File: config.mk
export PLATFORM = sky130hd
export DESIGN_NAME = uart_rx_cmd_decoder
export DESIGN_NICKNAME = d
export VERILOG_FILES = /design/src/rtl/uart_rx_cmd_decoder.sv
export SDC_FILE = /design/constraint.sdc
export NUM_CORES = 1
export LEC_CHECK = 0
export CORE_MARGIN = 1
export CORE_UTILIZATION = 46
export DETAILED_ROUTE_END_ITERATION = 16
export PLACE_DENSITY_LB_ADDON = 0.15
export SKIP_LAST_GASP = 1
export SLEW_MARGIN = 20
export SYNTH_ARGS = -nofsm -noshare
export SYNTH_HDL_FRONTEND = slang
export SYNTH_SLANG_ARGS = --single-unit
File: constraint.sdc
create_clock -name CLK -period 1.6 [get_ports CLK]
set_input_delay 0.4 -clock CLK [delete_from_list [all_inputs] [get_ports CLK]]
set_output_delay 0.4 -clock CLK [all_outputs]
set_load 0.05 [all_outputs]
File: src/rtl/uart_rx_cmd_decoder.sv
// uart_rx_cmd_decoder
//
// Parses command frames arriving from the UART receiver, one byte per
// RX_D_VLD pulse, and turns them into register-file and ALU strobes.
//
//   0xAA addr data       register write  -> WrEn, Address=addr, WrData=data
//   0xBB addr            register read   -> RdEn, Address=addr
//   0xCC opA opB fun     ALU with operands: opA -> reg 0, opB -> reg 1, ALU_EN
//   0xDD fun             ALU without operands -> ALU_EN, ALU_FUN=fun
//
// Ports:
//   CLK          system clock
//   RST          synchronous, active-high reset
//   RX_P_DATA    received byte, qualified by RX_D_VLD
//   RX_D_VLD     one-cycle pulse per received byte
//   WrEn, RdEn   one-cycle register-file strobes
//   Address      register-file address, held between strobes
//   WrData       register-file write data, held between strobes
//   ALU_EN       one-cycle ALU start strobe
//   ALU_FUN      ALU function code, held between strobes
//   CLK_GATE_EN  ALU clock-gate enable, high from 0xCC/0xDD through ALU_EN
//   FRAME_ERR    one-cycle pulse on an unknown command byte or a timeout
//
// All outputs are registered; results appear the cycle after the byte.

module uart_rx_cmd_decoder #(
  parameter int DATA_WIDTH     = 8,
  parameter int ADDR_WIDTH     = 4,
  parameter int ALU_FUN_WIDTH  = 4,
  parameter int TIMEOUT_CYCLES = 4096
) (
  input  logic                     CLK,
  input  logic                     RST,
  input  logic [DATA_WIDTH-1:0]    RX_P_DATA,
  input  logic                     RX_D_VLD,
  output logic                     WrEn,
  output logic                     RdEn,
  output logic [ADDR_WIDTH-1:0]    Address,
  output logic [DATA_WIDTH-1:0]    WrData,
  output logic                     ALU_EN,
  output logic [ALU_FUN_WIDTH-1:0] ALU_FUN,
  output logic                     CLK_GATE_EN,
  output logic                     FRAME_ERR
);

  localparam int CNT_W = (TIMEOUT_CYCLES > 2) ? $clog2(TIMEOUT_CYCLES) : 1;
  // The abort is registered, so it is decided one count early: with a byte
  // in cycle 0, silence through cycle TIMEOUT_CYCLES-1 gives FRAME_ERR in
  // cycle TIMEOUT_CYCLES, while a byte in cycle TIMEOUT_CYCLES-1 still wins.
  localparam logic [CNT_W-1:0] CNT_LAST = CNT_W'(TIMEOUT_CYCLES - 2);

  localparam logic [DATA_WIDTH-1:0] CMD_WR  = DATA_WIDTH'(8'hAA);
  localparam logic [DATA_WIDTH-1:0] CMD_RD  = DATA_WIDTH'(8'hBB);
  localparam logic [DATA_WIDTH-1:0] CMD_OPS = DATA_WIDTH'(8'hCC);
  localparam logic [DATA_WIDTH-1:0] CMD_FN  = DATA_WIDTH'(8'hDD);

  typedef enum logic [2:0] {
    IDLE,
    WR_ADDR,
    WR_DATA,
    RD_ADDR,
    OPA,
    OPB,
    ALU_FN
  } state_t;

  state_t                   state, state_d;
  logic [CNT_W-1:0]         cnt, cnt_d;
  logic [ADDR_WIDTH-1:0]    addr_lat, addr_lat_d;

  logic                     wr_en_d, rd_en_d, alu_en_d, gate_d, ferr_d;
  logic [ADDR_WIDTH-1:0]    addr_d;
  logic [DATA_WIDTH-1:0]    wdata_d;
  logic [ALU_FUN_WIDTH-1:0] fun_d;

  always_comb begin
    state_d    = state;
    cnt_d      = cnt;
    addr_lat_d = addr_lat;
    wr_en_d    = 1'b0;
    rd_en_d    = 1'b0;
    alu_en_d   = 1'b0;
    ferr_d     = 1'b0;
    addr_d     = Address;
    wdata_d    = WrData;
    fun_d      = ALU_FUN;
    // The gate drops the cycle after ALU_EN unless a new ALU command
    // arrives in that same cycle and re-arms it below.
    gate_d     = ALU_EN ? 1'b0 : CLK_GATE_EN;

    if (state == IDLE) begin
      cnt_d = '0;
      if (RX_D_VLD) begin
        case (RX_P_DATA)
          CMD_WR:  state_d = WR_ADDR;
          CMD_RD:  state_d = RD_ADDR;
          CMD_OPS: begin
            state_d = OPA;
            gate_d  = 1'b1;
          end
          CMD_FN:  begin
            state_d = ALU_FN;
            gate_d  = 1'b1;
          end
          default: ferr_d = 1'b1;
        endcase
      end
    end else if (RX_D_VLD) begin
      // Inside a frame every byte is payload, including command values.
      cnt_d = '0;
      case (state)
        WR_ADDR: begin
          addr_lat_d = RX_P_DATA[ADDR_WIDTH-1:0];
          state_d    = WR_DATA;
        end
        WR_DATA: begin
          wr_en_d = 1'b1;
          addr_d  = addr_lat;
          wdata_d = RX_P_DATA;
          state_d = IDLE;
        end
        RD_ADDR: begin
          rd_en_d = 1'b1;
          addr_d  = RX_P_DATA[ADDR_WIDTH-1:0];
          state_d = IDLE;
        end
        OPA: begin
          wr_en_d = 1'b1;
          addr_d  = ADDR_WIDTH'(0);
          wdata_d = RX_P_DATA;
          state_d = OPB;
        end
        OPB: begin
          wr_en_d = 1'b1;
          addr_d  = ADDR_WIDTH'(1);
          wdata_d = RX_P_DATA;
          state_d = ALU_FN;
        end
        ALU_FN: begin
          alu_en_d = 1'b1;
          fun_d    = RX_P_DATA[ALU_FUN_WIDTH-1:0];
          state_d  = IDLE;
        end
        default: state_d = IDLE;
      endcase
    end else if (cnt == CNT_LAST) begin
      ferr_d  = 1'b1;
      gate_d  = 1'b0;
      cnt_d   = '0;
      state_d = IDLE;
    end else begin
      cnt_d = cnt + CNT_W'(1);
    end
  end

  always_ff @(posedge CLK) begin
    if (RST) begin
      state       <= IDLE;
      cnt         <= '0;
      WrEn        <= 1'b0;
      RdEn        <= 1'b0;
      Address     <= '0;
      WrData      <= '0;
      ALU_EN      <= 1'b0;
      ALU_FUN     <= '0;
      CLK_GATE_EN <= 1'b0;
      FRAME_ERR   <= 1'b0;
    end else begin
      state       <= state_d;
      cnt         <= cnt_d;
      WrEn        <= wr_en_d;
      RdEn        <= rd_en_d;
      Address     <= addr_d;
      WrData      <= wdata_d;
      ALU_EN      <= alu_en_d;
      ALU_FUN     <= fun_d;
      CLK_GATE_EN <= gate_d;
      FRAME_ERR   <= ferr_d;
    end
  end

  // Latched write address is only consumed after WR_ADDR has loaded it.
  always_ff @(posedge CLK) begin
    addr_lat <= addr_lat_d;
  end

endmodule

==> run summary, run 1 <==
The share of synthesized area occupied by flip-flops and latches came out at ~48%. The placed cell area is around 2600 um2. Counting flops with a built-in enable in the synthesized netlist gives 4. In this run the cell area of the synthesized design comes to roughly 1800 um2.

Walking the worst path, the cells encountered are nand4_4, or4_4, o211ai_1, a32o_1. The total detailed-routing wirelength came out at ~4.9 mm. In this run the number of H-tree levels came out at 2.

The final HPWL from detailed placement came out at 3.67 mm. The number of max-slew violations in the final report came out at 0. The total routing resource utilization after global routing is 26.5%. Among all stages on the critical path, the largest delay is contributed by or4_4. The number of antenna diodes came out at 0.

No sink is reached through more buffers than the 2 on the longest clock path. The die is roughly 64 um wide. The post-synthesis instance total came out at roughly 180.

The detailed router's first-iteration violation count came out at between 80 and 90. In the synthesized netlist the dominant register cell turns out to be dfxtp_1. For this run, design rule violations remaining after detail routing come to 0. TritonCTS built the clock tree.

The library cell used most frequently in the layout, excluding fill and tap cells, is buf_4. The initial antenna violation count is 0. The met3 layer usage reported by global route came out at under 10%. After clock tree synthesis, the clock-pin slew on the worst setup and hold paths is 0.07 ns.

The tool flagged a number of max-cap violations equal to 0. The layer with the highest usage after global routing is met2. The slew at the pin closest to its max-slew limit came out at between 0.4 and 0.5 ns. The worst flop-to-flop path startpoint is cnt[6].

The largest net degree at the start of global routing came out at 17. Setup repair after global routing could not meet its margin everywhere. The signal arrival time at the worst endpoint came out at between 1.5 and 2 ns. The final period utilization came out at 101%. The final critical-path required period is roughly 1.6 ns. For this run, the number of Yosys warnings is 0. Clock tree synthesis selected as its root buffer the cell clkbuf_8.

In this run the tightest slew margin relative to its limit is between 60% and 70%. The clock sink count is 40. The core occupancy in the finished layout is 77.3%. The startpoint identified for the worst hold timing path is cnt[10]. In this run, placement finished with an instance count of 293.

The die is 63.9 um tall. The checks that failed: negative setup slack. The proportion of register bits with asynchronous set or reset after synthesis is 0%. The overall die area came out at 4080 um2. The summed negative setup slack over all endpoints is -0.0233 ns.

The number of global-route vias before repair is about 1700. Once the floorplan was initialized, standard cells occupied 48.1% of the core. Final hold analysis gives a worst-case slack of just over 0.5 ns.

The detailed-route via count is about 1700. The total congestion overflow after global routing came out at 0. Counting every net in the synthesized netlist gives approximately 200. The number of cells on the worst hold path is 2. The critical path is of the reg2reg type. The reported leakage power came out at roughly 1.2 nW.

The area added between synthesis and finish came out at 60.7%. The number of hold violations in the final report came to 0. The achievable frequency is between 0.6 and 0.7 GHz.

In the global route stage, met1 resource usage came out at between 20% and 30%. The detailed-routing iteration count for the pre-antenna-repair pass is 4. The worst endpoint required time is about 1.9 ns.

The final design instance area without fill came out at around 2800 um2. The mean post-synth cell area came out at a little under 10 um2. STA classifies the critical path startpoint as a register. Clock tree synthesis inserted a total of 5 buffers. For the worst flop-to-flop path, the logic depth is 4. Row generation in the floorplan step produced 22 rows. The number of I/O pins is 32. The final layout contains 270 nets. The post-layout worst setup margin came out at -0.0172 ns. Setup violations remaining at the end of the flow were counted as 2. The flip-flop and latch count after synthesis is 40.

The met2 usage in global routing came out at a little under half. The global-route wire length before repair came out at between 7 and 8 mm. The peak fanout along the critical path came out at 3. The tightest min-delay check is of the reg2reg type. The area of the placeable core is 3660 um2. Cells with a size suffix above 1 make up about 40% of the layout. The peak supply drop is 0.744 mV.

The count of nets left with antenna violations after detail routing came out at 0. The total power is 3.48 mW. The total of hold buffers inserted after clock tree synthesis came out at 0. The pre-CTS setup slack is -0.448 ns.

The number of different library cells used by synthesis comes to 47. The flow ran to the end, but the final reports show violations. The non-filler instance count after layout came out at 305. In this run the critical register-to-register path is captured at state[0].

The register-to-register setup slack came out at -0.02 ns. The average wire per standard cell came out at approximately 16 um. The number of vias per cell came out at roughly 5.5. In the layout the commonest cells are buf_4 (41), dfxtp_1 (30), nor2_1 (26). The total power density per cell area came out at 1230 nW/um2. The kind of end point of the critical path is a register.

In this design, the stage delay of the slowest critical-path cell is around 0.58 ns. The last weighted congestion value of the routability-driven placer came out at around 1. The worst min-delay path endpoint is cnt[10]. The insertion delay to the later sink of the worst-skew pair came out at approximately 0.30 ns. Buffers placed on the I/O ports in this run total 31.

For the final database, setup skew stands at 0.00831 ns.
critical path: cells and delay by family, from the launching register on:
kind	cells	cell delay, ns
simple gates	2	0.70
compound gates	2	0.50
flops	1	0.36
power breakdown:
part | total (mW) | internal [mW] | switching [mW]
combinational | 1.57 | 0.762 | 0.813
clock | 0.643 | 0.306 | 0.338
sequential | 1.26 | 1.14 | 0.124
sequential cells by signal (all words and copies together) (netlist names):
| name | cells |
|---|---|
| RdEn | 1 |
| FRAME_ERR | 1 |
| WrData | 8 |
| ALU_EN | 1 |
| ALU_FUN | 4 |
| CLK_GATE_EN | 1 |
| Address | 4 |
| state | 3 |
| cnt | 12 |
| WrEn | 1 |
| addr_lat | 4 |
cells in the mapped netlist (all sizes together) (3+ instances only):
library cell   n  share of area (%)
clkbuf         6                1.3
and3b          3                1.5
inv            3               0.64
nor3           6                1.7
a21oi          4                1.3
a211oi         6                2.6
mux2i         12                6.8
xor2           5                2.5
ha             3                2.1
nor2b          4                1.4
nor2          34                7.2
dfxtp         36                 41
edfxtp         4                6.8
nand3          5                1.4
nand2          8                1.7
nand4          3                1.4
and3           3                1.1
xnor2          6                3.0
repair_timing:
action                                  CTS  global route
endpoints found under the hold margin     0             0
gates resized for setup                  15            20
pin swaps                                 4             4
gates cloned                              0             1
endpoints found under the setup margin    5            28
buffers inserted                          2             2
how the worst max path moves through the flow:
stage	from	end	cells after the start
after floorplan	cnt[5]	FRAME_ERR	4
after global placement	RX_P_DATA[5]	state[1]	5
after detailed placement	RX_P_DATA[2]	state[1]	5
after CTS	cnt[0]	cnt[9]	8
after global routing	cnt[5]	state[1]	4
final	cnt[6]	state[0]	4
kinds of logic after synthesis:
family          Yosys count  synth area share [%]
buf+inv                  11                  2.41
fa+ha+maj                 3                  2.13
compound gates           22                  9.66
simple gates             84                  25.8
flops                    40                  47.7
xor+xnor                 11                  5.47
mux                      12                  6.82
layer usage:
| metal | wire length, um | vias up |
|---|---|---|
| met5 | 0 | - |
| met1 | 1980 | 819 |
| li1 | - | 802 |
| met3 | 193 | 15 |
| met2 | 2570 | 46 |
| met4 | 123 | 0 |
layout make-up:
class / count / area [um2]
Timing Repair Buffer: 74 / 846
Clock inverter: 1 / 5.00
Inverter: 3 / 11.3
Clock buffer: 7 / 76.3
Sequential cell: 40 / 848
Fill cell: 232 / 831
Multi-Input combinational cell: 132 / 983
Tap cell: 48 / 60.1
(Power assumes the default switching activity.)
==> run 2, diff against run 1 <==
--- a/config.mk
+++ b/config.mk
@@ -5,6 +5,7 @@
 export SDC_FILE = /design/constraint.sdc
 export NUM_CORES = 1
 export LEC_CHECK = 0
+export ABC_AREA = 1
 export CORE_MARGIN = 1
 export CORE_UTILIZATION = 46
 export DETAILED_ROUTE_END_ITERATION = 16
==> run 2 against run 1 <==
The run now ends clean; routed wire length fell by 19%; critical path type is now in2reg; highest routed layer unchanged; via count shrank 1.0%; first-iteration DRC count grew 31%; sequential cell count stayed put; die area increased by 1.9%; total power rose by 19%.
==> run summary, run 2 <==
The overall die area came out at 4160 um2 (+1.9%). The post-layout worst setup margin is 0.154 ns (+0.171 ns). The flip-flop count of the largest register after layout came out at 12 (unchanged). The reported leakage power is 1.04 nW (-11%). The post-synth net total is 248 (+26%).

In this run the clock root is driven by a clkbuf_8. The final net count was 299 (+11%). The number of warnings issued by yosys is 0 (unchanged). The summed negative setup slack over all endpoints came out at 0 ns (+0.0233 ns). The number of remaining DRC errors came out at 0 (unchanged). The clock buffer count from CTS is 5 (unchanged). The share of the synthesized area in the top cell type came out at 40.1% (-0.80 points). Walking the worst path, the cells encountered are clkdlybuf4s50_1, nand2_1, inv_1, nand3_1, nand2_1, nand3_1, a21oi_1, nor2_1. The number of placement rows is 22 (unchanged). The total routing resource utilization after global routing is 21.4% (-5.0 points). The hold slack is 0.470 ns (-0.0436 ns). The post-synthesis instance total came to 234 (+28%). The flip-flop and latch count after synthesis came to 40 (unchanged).

The pre-CTS setup slack came out at -0.158 ns (+0.290 ns). The insertion delay to the later sink of the worst-skew pair was 0.29 ns (about the same). The distinct cell type count after synthesis is 32 (-32%).

TritonCTS built the clock tree. The total detailed-routing wirelength came out at 3.92 mm (-19%). The signal arrival time at the worst endpoint is 1.63 ns (-0.23 ns). The number of cells traversed by the worst register-to-register path came out at 8 (+4). The detailed-route via count came out at 1665 (-1.0%). The combined buffer and inverter count along the critical path came out at 2 (+2). The number of port buffers is 31 (unchanged).

STA classifies the critical path endpoint as a register. The tightest min-delay check is of the reg2reg type. The final critical-path required period is 1.45 ns (-0.171 ns). The total of hold buffers inserted after clock tree synthesis came out at 0 (unchanged). The number of I/O pins came to 32 (unchanged). The final design instance area without fill was 2580 um2 (-8.7%).

The share of synthesized area occupied by flip-flops and latches is 46.8% (-0.93 points). The final HPWL from detailed placement is 3.00 mm (-18%). The slew at the pin closest to its max-slew limit is 0.309 ns (-0.164 ns).

The count of nets left with antenna violations after detail routing is 0 (unchanged). dfxtp_1 takes more of the synthesized area than any other cell. The number of antenna diodes came out at 0 (unchanged). The startpoint type of the worst setup path is an input pin. The last weighted congestion value of the routability-driven placer was 0.888 (-10%). The post-CTS setup buffer count came out at 0 (-2).

The path with the worst hold slack has its endpoint at cnt[0]. The worst endpoint required time came out at 1.78 ns (-0.07 ns). In the synthesized netlist, the cells that appear most often are nand2_1 (47), nor2_1 (46), dfxtp_1 (36). The register with the most flip-flops in the final layout is cnt. The clock transition at the register clock pins on the worst setup and hold paths after CTS came to 0.07 ns (about the same). The total congestion overflow after global routing is 0 (unchanged).

The global-route wire length before repair came out at 6.82 mm (-14%). The count of flip-flops with a built-in enable after synthesis came out at 4 (unchanged). The synthesized area was 1800 um2 (+2.0%). By startpoint and endpoint, the worst setup path is classified as in2reg. The average wire per standard cell came out at 11.7 um (-26%). The area added between synthesis and finish is 43.8%. The peak supply drop is 0.732 mV (-1.6%).

The flow ran to the end, and the final reports show no timing, DRC or antenna violations. The post-cts gate resize count is 0 (-15). The stage delay of the slowest cell on the critical path is 0.52 ns (-0.06 ns). For this run, the leading register cell type out of synthesis is dfxtp_1.

The number of vias per cell came out at 4.99 (-9.6%). The clock tree buffer depth came out at 2 (unchanged). The worst-case headroom to the max-slew limit is 78.8% (+10 points). The die height came out at 64.5 um (+0.95%). The initial standard-cell utilization of the core is 48.4% (+0.23 points). The final period utilization came out at 90.4% (-11 points). The number of max-slew violations in the final report is 0 (unchanged). The worst register-to-register path ends at state[1].

Setup repair after global routing left no endpoint under its margin. The library cells used most frequently in the layout, excluding fill and tap cells, are nand2_1 (47), nor2_1 (45), dfxtp_1 (36). The cell with the most instances after synthesis is nand2_1. The deepest level of the CTS H-tree came to 2 (unchanged). By area the synthesized netlist is led by dfxtp_1 (40%), nand2_1 (9.8%), nor2_1 (9.6%). The number of cells on the worst hold path is 1 (-1). The worst flop-to-flop path startpoint is state[1]. The number of hold violations in the final report is 0 (unchanged). The die width is 64.5 um (+0.95%). The initial antenna violation count came out at 0 (unchanged). The area of the placeable core is 3720 um2 (+1.5%).

The number of global-route vias before repair is 1606 (-3.6%). The mean post-synth cell area is 7.68 um2 (-20%). In this run the most critical hold path is launched from cnt[0]. The clock skew after layout came out at 0.00483 ns (-0.00348 ns). The register-to-register setup slack came out at 0.17 ns (+0.19 ns). The cell with the biggest individual delay on the critical path is clkdlybuf4s50_1. The placed cell area came out at 2490 um2 (-4.7%). The achievable frequency is 0.692 GHz (+12%). The proportion of register bits with asynchronous set or reset after synthesis came out at 0% (unchanged). The clock sink count is 40 (unchanged). The detailed router's first-iteration violation count came to 115 (+31%). The total power density per cell area is 1600 nW/um2 (+30%).

The share of final-layout standard cells stronger than drive strength 1 is 21.3% (-18 points). The largest registers in the layout are cnt: 12 flops, WrData: 8 flops. The largest net degree at the start of global routing came out at 13 (-4). The peak fanout along the critical path is 5 (+2). The count of maximum capacitance violations came out at 0 (unchanged). Grouping stages by cell kind, the critical path spends the most delay in buffers and inverters.

Leaving out fill and tap cells, the most frequent cell in the layout is nand2_1. The count of final setup violators came to 0 (-2). The detailed-routing iteration count for the pre-antenna-repair pass was 4 (unchanged). The total power is 4.13 mW (+19%).
## run 2: how the worst max path moves through the flow
| stage | from | endpoint | slack, ns | cells after the start |
|---|---|---|---|---|
| finish | RX_P_DATA[2] | state[1] | 0.15 | 8 |
| global route | RX_P_DATA[2] | state[2] | 0.03 | 10 |
| CTS | RX_P_DATA[1] | state[1] | 0.15 | 8 |
| detailed placement | RX_P_DATA[1] | state[1] | -0.16 | 8 |
| global placement | RX_P_DATA[1] | state[1] | -0.15 | 8 |
| floorplan | state[1] | Address[0] | 0.25 | 5 |
## run 2: routing by layer
metal  vias up  part of all wire, %  routed length, um  global-route usage (%)
li1        858                    -                  -                       -
met1       748                   45               1780                    26.8
met2        54                   46               1810                    35.4
met3         5                  6.8                267                    5.11
met4         0                  1.6                 61                    8.61
met5         -                    0                  0                       0
## run 2: cell type report
| type | instances | area, um2 |
|---|---|---|
| fillers | 304 | 1130 |
| multi-input cells | 167 | 842 |
| flip-flops and latches | 40 | 841 |
| repair buffers | 49 | 658 |
| inverters | 22 | 90.1 |
| clock buffers | 6 | 82.6 |
| well taps | 48 | 60.1 |
| clock inverters | 2 | 10.0 |
## run 2: cell families after synthesis
kind of cell | synth area share [%]
simple gates | 31.8
buf+inv | 6.48
flops | 46.8
fa+ha+maj | 2.09
compound gates | 8.43
mux | 0.557
xor+xnor | 3.90
## run 2: power by group
part | switching [mW] | leakage, nW | total, mW | internal, mW
logic | 1.16 | 0.664 | 2.03 | 0.868
clock network | 0.342 | 0.0510 | 0.686 | 0.344
registers | 0.206 | 0.328 | 1.41 | 1.20
total | 1.71 | 1.04 | 4.13 | 2.42
## run 2: through the flow
step | std cells | util [%]
final | 334 | 69.5
after global routing | 334 | 69.5
after CTS | 334 | 69.4
after detailed placement | 326 | 66.9
after global placement | 326 | 66.9
after floorplan | 234 | -
==> run 3, diff against run 2 <==
--- a/config.mk
+++ b/config.mk
@@ -6,8 +6,11 @@
 export NUM_CORES = 1
 export LEC_CHECK = 0
 export ABC_AREA = 1
+export ABC_CLOCK_PERIOD_IN_PS = 1600
+export CELL_PAD_IN_SITES_DETAIL_PLACEMENT = 1
+export CELL_PAD_IN_SITES_GLOBAL_PLACEMENT = 1
 export CORE_MARGIN = 1
-export CORE_UTILIZATION = 46
+export CORE_UTILIZATION = 34
 export DETAILED_ROUTE_END_ITERATION = 16
 export PLACE_DENSITY_LB_ADDON = 0.15
 export SKIP_LAST_GASP = 1
==> run 3 against run 2 <==
Sequential share of layout area decreased by 0.37 points; via count increased by 0.66%; largest power group unchanged; maximum frequency decreased by 1.4%; critical path depth increased by 2; critical path type unchanged; non-clock buffer count decreased by 3; register-to-register slack about the same; sequential cell count unchanged; critical endpoint is now state[2].
==> run summary, run 3 (synthesis results as in run 2) <==
The achievable frequency was 0.682 GHz (-1.4%). The last weighted congestion value of the routability-driven placer is 0.764 (-14%). The number of max-slew violations in the final report came out at 0 (unchanged).

The initial antenna violation count came out at 0 (unchanged). The reported leakage power came out at 1.03 nW (-1.4%). TritonCTS built the clock tree. The peak supply drop is 0.608 mV (-17%).

The layout filler cell count came out at 609 (+100%). The total detailed-routing wirelength came out at 4.54 mm (+16%). The final critical-path required period came to 1.47 ns (+0.0212 ns).

The final period utilization came out at 91.7% (+1.3 points). The area added between synthesis and finish came out at 45.7%. The count of final setup violators is 0 (unchanged). The count of nets left with antenna violations after detail routing came out at 0 (unchanged). The cell at the root of the clock tree is clkbuf_8. The pre-CTS setup slack is -0.193 ns (-0.0350 ns). The area of the placeable core is 5110 um2 (+37%). The final net count is 296 (-1.0%). The worst-case headroom to the max-slew limit came to 76.1% (-2.7 points).

The total of hold buffers inserted after clock tree synthesis is 0 (unchanged). The number of port buffers came out at 31 (unchanged). The number of vias per cell is 4.75 (-4.8%). STA classifies the critical path startpoint as an input pin. The net switching component of the power was 1.74 mW (+1.3%). The tightest min-delay check is of the reg2reg type. The clock tree buffer depth is 2 (unchanged).

The detailed-routing iteration count for the pre-antenna-repair pass is 4 (unchanged). The multi-input logic area is 845 um2 (+0.30%). The share of power burned in registers came out at 33.0% (-1.2 points). The average wire per standard cell came out at 12.9 um (+9.6%). The insertion delay to the later sink of the worst-skew pair came out at 0.29 ns (about the same).

The slew at the pin closest to its max-slew limit came out at 0.357 ns (+0.0484 ns). The hold slack came to 0.468 ns (-0.00178 ns). Leaving out fill and tap cells, the most frequent cell in the layout is nand2_1.

The share of final-layout standard cells stronger than drive strength 1 came to 20.5% (-0.83 points). The total congestion overflow after global routing is 0 (unchanged). The worst setup path is of the in2reg kind. The peak fanout along the critical path came out at 5 (unchanged). The die height was 74.7 um (+16%). The die width came out at 74.7 um (+16%). The total power density per cell area was 1630 nW/um2 (+2.1%). The signal arrival time at the worst endpoint is 1.66 ns (+0.03 ns). The number of remaining DRC errors is 0 (unchanged).

The post-CTS setup buffer count is 0 (unchanged). The register area is 842 um2 (+0.15%). The largest net degree at the start of global routing came out at 20 (+7). The worst setup path is captured at a register. The worst endpoint required time is 1.80 ns (+0.02 ns). The number of global-route vias before repair is 1594 (-0.75%). The number of antenna diodes came out at 0 (unchanged). The final HPWL from detailed placement came out at 3.48 mm (+16%).

The count of maximum capacitance violations was 0 (unchanged). The post-layout worst setup margin is 0.133 ns (-0.0212 ns). The switching part of the total power is 40.6% (-0.86 points).

The clock skew after layout came to 0.00937 ns (+0.00455 ns). The overall die area is 5580 um2 (+34%). The deepest level of the CTS H-tree came out at 2 (unchanged). The global-route wire length before repair came to 7.37 mm (+8.0%).

The clock buffer count from CTS was 5 (unchanged). The register-to-register setup slack is 0.18 ns (about the same). The detailed router's first-iteration violation count is 48 (-58%). The placed cell area came to 2500 um2 (+0.70%). The post-cts gate resize count is 0 (unchanged). The flip-flop count of the largest register after layout is 12 (unchanged). The clock transition at the register clock pins on the worst setup and hold paths after CTS came to 0.08 ns (about the same). The combinational power share came out at 47.8% (-1.4 points).

The detailed-route via count came to 1676 (+0.66%). The largest registers in the layout are cnt: 12 flops, WrData: 8 flops. The total routing resource utilization after global routing is 18.0% (-3.4 points).

The number of I/O pins came out at 32 (unchanged). The internal power summed over all cells is 2.54 mW (+5.0%). The number of hold violations in the final report is 0 (unchanged).

In the layout the commonest cells are nand2_1 (47), nor2_1 (46), dfxtp_1 (35). The number of placement rows came to 26 (+18%). The final design instance area without fill came out at 2620 um2 (+1.3%). The clock sink count came out at 40 (unchanged).

The run finished with clean final reports. More flip-flops sit in one register than any other, and that register is cnt. The power share of the clock group is 19.1% (+2.5 points).

The initial standard-cell utilization of the core was 35.2% (-13 points).
run 3: stage by stage:
step / cells / utilization (%) / setup TNS, ns / power (mW)
global route: 353 / 51.2 / -0.00414 / 4.55
global placement: 345 / 49.0 / -0.950 / 3.46
CTS: 353 / 51.1 / 0 / 4.33
floorplan: 234 / - / 0 / 2.56
finish: 353 / 51.2 / 0 / 4.27
detailed placement: 345 / 49.0 / -1.29 / 3.50
run 3: power by group through the flow:
| stage | Clock [mW] | Combinational [mW] | Sequential [mW] |
|---|---|---|---|
| final | 0.817 | 2.05 | 1.41 |
| after global routing | 0.893 | 2.22 | 1.44 |
| after CTS | 0.850 | 2.07 | 1.41 |
| after detailed placement | 0 | 2.07 | 1.43 |
| after global placement | 0 | 2.04 | 1.43 |
| after floorplan | 0 | 0.766 | 1.79 |
run 3: worst paths after layout:
| kind | start | cells after the start | end |
|---|---|---|---|
| worst max register to register | state[2] | 5 | Address[0] |
| worst min register to register | cnt[0] | 1 | cnt[0] |
| worst min-delay path | cnt[0] | 1 | cnt[0] |
| worst max-delay path | RX_P_DATA[2] | 10 | state[2] |
run 3: worst max-delay path, cell delays in order:
cell             delay [ns]
clkdlybuf4s50_1        0.51
nand2_1                0.07
inv_1                  0.08
nand3_1                0.08
nand2_1                0.14
nand3_2                0.13
nand2_1                0.12
nand2_1                0.05
nand2_1                0.05
nor2_1                 0.03
run 3: final cells by class:
class | count | area share (%)
Sequential cell | 40 | 32.2
Tap cell | 70 | 3.35
Clock inverter | 2 | 1.34
Inverter | 22 | 3.44
Timing Repair Buffer | 46 | 24.7
Multi-Input combinational cell | 167 | 32.3
Clock buffer | 6 | 2.77
run 3: per-layer routing:
metal | track usage, % | vias up | routed length [um] | part of all wire [%]
met1 | 21.5 | 792 | 2060 | 45
met4 | 7.55 | 0 | 65 | 1.4
met3 | 3.35 | 6 | 141 | 3.1
li1 | - | 851 | - | -
met2 | 31.6 | 27 | 2270 | 50
met5 | 0 | - | 0 | 0
